`config.mk`:
```
export PLATFORM = sky130hd
export DESIGN_NAME = ofifo_drain
export DESIGN_NICKNAME = d
export VERILOG_FILES = /design/src/rtl/ofifo_drain.sv
export SDC_FILE = /design/constraint.sdc
export NUM_CORES = 1
export LEC_CHECK = 0
export BUFFER_PORTS_ARGS = -buffer_cell sky130_fd_sc_hd__buf_2
export CAP_MARGIN = 20
export CORE_MARGIN = 2
export CORE_UTILIZATION = 45
export CTS_BUF_LIST = sky130_fd_sc_hd__clkbuf_4 sky130_fd_sc_hd__clkbuf_8
export CTS_CLUSTER_SIZE = 12
export DETAILED_ROUTE_END_ITERATION = 16
export HOLD_SLACK_MARGIN = 0.02
export PLACE_DENSITY_LB_ADDON = 0.05
export SYNTH_ARGS = -nofsm -noshare
export SYNTH_HDL_FRONTEND = slang
export SYNTH_SLANG_ARGS = --single-unit
```
`constraint.sdc`:
```
create_clock -name clk_i -period 7.3 [get_ports clk_i]
set_input_delay 0.365 -clock clk_i [delete_from_list [all_inputs] [get_ports clk_i]]
set_output_delay 0.365 -clock clk_i [all_outputs]
set_load 0.03 [all_outputs]
```
`src/rtl/ofifo_drain.sv`:
```
// ofifo_drain: pops partial-sum vectors from the corelet OFIFO and writes them to psum SRAM
// at consecutive (wrapping) addresses from a programmable base. Write latency is 2 cycles from ofifo_rd.
// Backpressure: pops only while ofifo_valid is high; gaps in ofifo_valid give matching gaps in writes.
`timescale 1ns/1ps
module ofifo_drain #(
  parameter int PSUM_BW = 16,
  parameter int COL     = 8,
  parameter int ADDR_BW = 11,
  parameter int CNT_BW  = 11
) (
  input  logic                   clk_i,
  input  logic                   reset_i,
  input  logic                   start_i,
  input  logic [ADDR_BW-1:0]     base_addr_i,
  input  logic [CNT_BW-1:0]      num_vec_i,
  input  logic                   ofifo_valid_i,
  output logic                   ofifo_rd_o,
  input  logic [PSUM_BW*COL-1:0] psum_in_i,
  output logic                   sram_cen_o,
  output logic                   sram_wen_o,
  output logic [ADDR_BW-1:0]     sram_addr_o,
  output logic [PSUM_BW*COL-1:0] sram_d_o,
  output logic                   busy_o,
  output logic                   done_o,
  output logic [CNT_BW-1:0]      wr_count_o
);

  localparam int DW = PSUM_BW * COL;

  typedef enum logic [1:0] {IDLE, DRAIN, FLUSH} state_t;

  state_t              state_q, state_d;
  logic [ADDR_BW-1:0]  addr_q, addr_d;          // next SRAM address to write
  logic [CNT_BW-1:0]   remain_q, remain_d;      // pops still to issue
  logic                pend_q, pend_d;          // a pop was issued last cycle; psum_in is valid now
  logic                sram_cen_q, sram_cen_d;
  logic                sram_wen_q, sram_wen_d;
  logic [ADDR_BW-1:0]  sram_addr_q, sram_addr_d;
  logic [DW-1:0]       sram_d_q, sram_d_d;
  logic                busy_q, busy_d;
  logic                done_q, done_d;
  logic [CNT_BW-1:0]   wr_count_q, wr_count_d;
  logic                pop;

  // Pop request is combinational so a vector can be drained every cycle.
  assign pop = (state_q == DRAIN) && ofifo_valid_i && (remain_q != '0);

  assign ofifo_rd_o  = pop;
  assign sram_cen_o  = sram_cen_q;
  assign sram_wen_o  = sram_wen_q;
  assign sram_addr_o = sram_addr_q;
  assign sram_d_o    = sram_d_q;
  assign busy_o      = busy_q;
  assign done_o      = done_q;
  assign wr_count_o  = wr_count_q;

  // Next-state: job control, pop accounting and the registered SRAM write stage.
  always_comb begin
    state_d     = state_q;
    addr_d      = addr_q;
    remain_d    = remain_q;
    pend_d      = pop;
    sram_cen_d  = 1'b1;
    sram_wen_d  = 1'b1;
    sram_addr_d = sram_addr_q;
    sram_d_d    = sram_d_q;
    busy_d      = busy_q;
    done_d      = 1'b0;
    wr_count_d  = wr_count_q;

    // Data popped last cycle is on psum_in now; write it straight through.
    if (pend_q) begin
      sram_cen_d  = 1'b0;
      sram_wen_d  = 1'b0;
      sram_addr_d = addr_q;
      sram_d_d    = psum_in_i;
      addr_d      = addr_q + ADDR_BW'(1);
      wr_count_d  = wr_count_q + CNT_BW'(1);
    end

    // busy stays up through the done cycle and drops right after it.
    if (done_q) begin
      busy_d = 1'b0;
    end

    case (state_q)
      IDLE: begin
        // busy_q is still high in the done cycle, so a start there is ignored.
        if (start_i && !busy_q) begin
          addr_d     = base_addr_i;
          remain_d   = num_vec_i;
          wr_count_d = '0;
          busy_d     = 1'b1;
          state_d    = (num_vec_i == '0) ? FLUSH : DRAIN;
        end
      end
      DRAIN: begin
        if (pop) begin
          remain_d = remain_q - CNT_BW'(1);
          if (remain_q == CNT_BW'(1)) begin
            state_d = FLUSH;
          end
        end
      end
      FLUSH: begin
        // Only one pop can be in flight, and it is written this cycle,
        // so done lands together with the last write.
        done_d  = 1'b1;
        state_d = IDLE;
      end
      default: begin
        state_d = IDLE;
      end
    endcase
  end

  // State and output registers with asynchronous abort on reset.
  always_ff @(posedge clk_i or posedge reset_i) begin
    if (reset_i) begin
      state_q     <= IDLE;
      addr_q      <= '0;
      remain_q    <= '0;
      pend_q      <= 1'b0;
      sram_cen_q  <= 1'b1;
      sram_wen_q  <= 1'b1;
      sram_addr_q <= '0;
      sram_d_q    <= '0;
      busy_q      <= 1'b0;
      done_q      <= 1'b0;
      wr_count_q  <= '0;
    end else begin
      state_q     <= state_d;
      addr_q      <= addr_d;
      remain_q    <= remain_d;
      pend_q      <= pend_d;
      sram_cen_q  <= sram_cen_d;
      sram_wen_q  <= sram_wen_d;
      sram_addr_q <= sram_addr_d;
      sram_d_q    <= sram_d_d;
      busy_q      <= busy_d;
      done_q      <= done_d;
      wr_count_q  <= wr_count_d;
    end
  end

endmodule

```
==> metrics.yaml <==
clock_network:
  ctsResizeCount: 0
  post-cts-setup-buffers: 0
  hold_buffers: 0
  numCtsBuffers: 17
  h_tree_depth: 4
  clk_latency_ns: 0.45
  cts_root_buf: "clkbuf_8"
  cts.path.max_buffers: 2
  cts_tree: "yes"
  worst_setup_hold_path_clk_slew_ns: 0.09
  numClockSinks: 178
finish:
  area.sequential_um2: 4460
  multiInputGateArea_um2: 2660
  nNetsFinal: 978
  area_delta_synth_final_pct: 29.6
  post_layout_instance_area_um2: 9420
  fin_cells: 1050
  most_used_cells_in_the_layout_excluding_fill_and_tap_cells: "308 x buf_2, 176 x dfrtp_1, 139 x mux2_2"
  fillerInstances: 1309
  most_common_library_cell_in_the_layout_ignoring_fill_and_taps: "buf_2"
  layout-drive-gt1-share_pct: 59.5
worst_setup_path:
  critPathMaxStageDelay_ns: 0.86
  timing.critical_path.arrival_ns: 3.22
  worst_ep_required_ns: 7.67
  worstPathCellList: "inv_1, ha_1, or4b_1, or4b_1, nand2_2, mux2i_1"
  cp-end-kind: "flip-flop"
  start_kind: "flip-flop"
  critPathMostFrequentCell: "or4b_1"
  crit_path_top_delay_cell: "or4b_1"
  critical_path.max_fanout: 14
  setup.worst_path.class: "reg2reg"
  crit_family: "simple AND/OR/NAND/NOR gates"
  critPathBufInv: 1
routing:
  route.detailed.vias_per_inst: 5.05
  drc_errors: 0
  drtAntennaViolNets: 0
  avgRoutedWirePerCell_um: 16.6
  dr_total_vias: 5301
  detail_route.wirelength_mm: 17.4
  detailedRoute.firstIterationViolations: 128
  drt_pass1_iterations: 4
global_route:
  grt_pass1_wl_mm: 28.4
  globalRoute.totalOverflow: 0
  antenna_found_initial: 2
  grt_max_degree: 105
  vias_in_the_first_global_route: 5491
  global_route.usage.total_pct: 20.7
placed_design:
  place.gp.congestion: 0.815
  post-dp-hpwl_mm: 12.5
  placed_cells_incl_taps: 1016
  placed_cell_area_um2: 8980
  io_buffer_count: 308
  worst_setup_slack_after_placement_ns: 4.34
logic_synthesis:
  syn-cell-area_um2: 7270
  synthCells: 522
  synth_enable_flop_cells: 0
  synth_compound_area_share_pct: 4.90
  post_synthesis_area_per_instance_um2: 13.9
  synth_seq_area_share_pct: 61.3
  share_of_synthesized_cell_area_in_full_adder_half_adder_and_majority_cells_pct: 0.688
  main_combinational_cell_family_by_area_after_synthesis: "multiplexers"
  yosys.area_share.simple_pct: 6.76
  synth_top_flop_cell: "dfrtp_1"
  synth.mux.area_fraction_pct: 21.9
  ys.warnings.count: 0
  async_set_reset_flop_share_out_of_synthesis_pct: 100
  synth.distinct_cells: 46
  synth_nets: 680
  yosys.area_share.xor_xnor_pct: 2.29
  ys_seq_elements: 178
timing:
  timing.final.max_slew_violations: 0
  final.hold.worst_slack_ns: 0.108
  final_hold_viol_count: 0
  timing.max_slew.rel_slack_pct: 35.4
  postLayoutSetupSlackWorst_ns: 4.45
  fmax_ghz: 0.351
  tightestPinTransition_ns: 0.968
  grt_setup_unrepaired: "no"
  setup-tns-final_ns: 0
  finalCritPeriodShare_pct: 39.0
  finalSetupViolations: 0
  fin_crit_ns: 2.85
  fin_skew_ns: 0.0132
run_status:
  result_of_the_run: "finished, final reports clean"
floorplanning:
  coreArea_um2: 15800
  floorplan.die.height_um: 131
  top_level_ports: 309
  die_footprint_um2: 17200
  core.rowCount: 46
  die_w_um: 131
  initial_core_util_pct: 46.0
hold_path:
  hold_class: "in2async"
power_and_ir_drop:
  peakVddDrop_mv: 0.277
  power_density_over_cell_area_nw_per_um2: 502
  p_leak_nw: 4.47
run:
  max_cap_viol_count: 0
## cell usage after synthesis (all sizes together), types with 6 or more instances
cell       n  area, um^2
dfrtp    177        4430
mux2     139        1570
clkbuf    26        97.6
nand2     22        85.1
nor2      20        75.1
o21ai     15        75.1
xor2      11        96.3
nand4      9        56.3
xnor2      8        70.1
a21oi      7        35.0
buf        7        41.3
nor3       7        35.0
nor4       7        43.8
o2bb2ai    7        67.6
o211ai     6        65.1
## through the flow
step                utilization (%)  total power [mW]
floorplan                         -              3.38
global placement               56.7              4.01
detailed placement             56.7              4.06
CTS                            59.4              4.78
global route                   59.5              5.01
finish                         59.5              4.73
## worst reg2reg max path, cell delays in order, from the launching register on
cell     delay, ns
dfrtp_1       0.41
inv_1         0.11
ha_1          0.25
or4b_1        0.60
or4b_1        0.86
nand2_2       0.34
mux2i_1       0.22
## power breakdown
part | internal (mW) | total, mW | leakage (nW) | switching (mW)
clock network | 0.361 | 0.707 | 0.201 | 0.346
registers | 1.46 | 1.77 | 2.14 | 0.308
logic | 0.833 | 2.25 | 2.13 | 1.42
## state kept, by name, summed over array words and instances (netlist names)
| name | count |
|---|---|
| sram_wen_o | 1 |
| done_o | 1 |
| pend_q | 1 |
| addr_q | 11 |
| wr_count_o | 11 |
| sram_addr_o | 11 |
| remain_q | 11 |
| state_q | 2 |
| busy_o | 1 |
| sram_d_o | 128 |
## logic make-up after synthesis
| kind of cell | after synthesis |
|---|---|
| buffers and inverters | 38 |
| adder cells (fa/ha/maj) | 4 |
| AND/OR/NAND/NOR | 91 |
| multiplexers | 142 |
| XOR/XNOR | 19 |
| flip-flops | 178 |
| AO/OA/AOI/OAI | 50 |
## area by class of cell
| class | count | area share, % |
|---|---|---|
| clock inverters | 11 | 1.61 |
| multi-input cells | 306 | 28.2 |
| inverters | 5 | 0.252 |
| diodes | 2 | 0.0531 |
| well taps | 216 | 2.87 |
| flip-flops and latches | 178 | 47.3 |
| repair buffers | 312 | 16.8 |
| clock buffers | 20 | 2.85 |
## layer usage
| metal | wire length [um] | global-route usage (%) | vias to the layer above |
|---|---|---|---|
| met4 | 468 | 8.94 | 0 |
| met1 | 7060 | 25.7 | 2572 |
| met5 | 0 | 0 | - |
| met2 | 8530 | 33.7 | 240 |
| met3 | 1350 | 6.44 | 30 |
| li1 | - | - | 2459 |
## final timing paths
kind	from	end	slack (ns)	cells past startpoint
max	remain_q[0]$_DFFE_PP0P_	remain_q[1]$_DFFE_PP0P_	4.45	6
min	reset_i	sram_d_o[59]$_DFFE_PP0P_	0.11	2
max reg2reg	remain_q[0]$_DFFE_PP0P_	remain_q[1]$_DFFE_PP0P_	4.45	6
min reg2reg	sram_d_o[32]$_DFFE_PP0P_	sram_d_o[32]$_DFFE_PP0P_	0.51	1
max in group asynchronous	reset_i	pend_q$_DFF_PP0_	5.53	3
min in group clk_i	base_addr_i[8]	addr_q[8]$_DFF_PP0_	0.12	3
No activity file was read; power rests on OpenSTA's default activity.
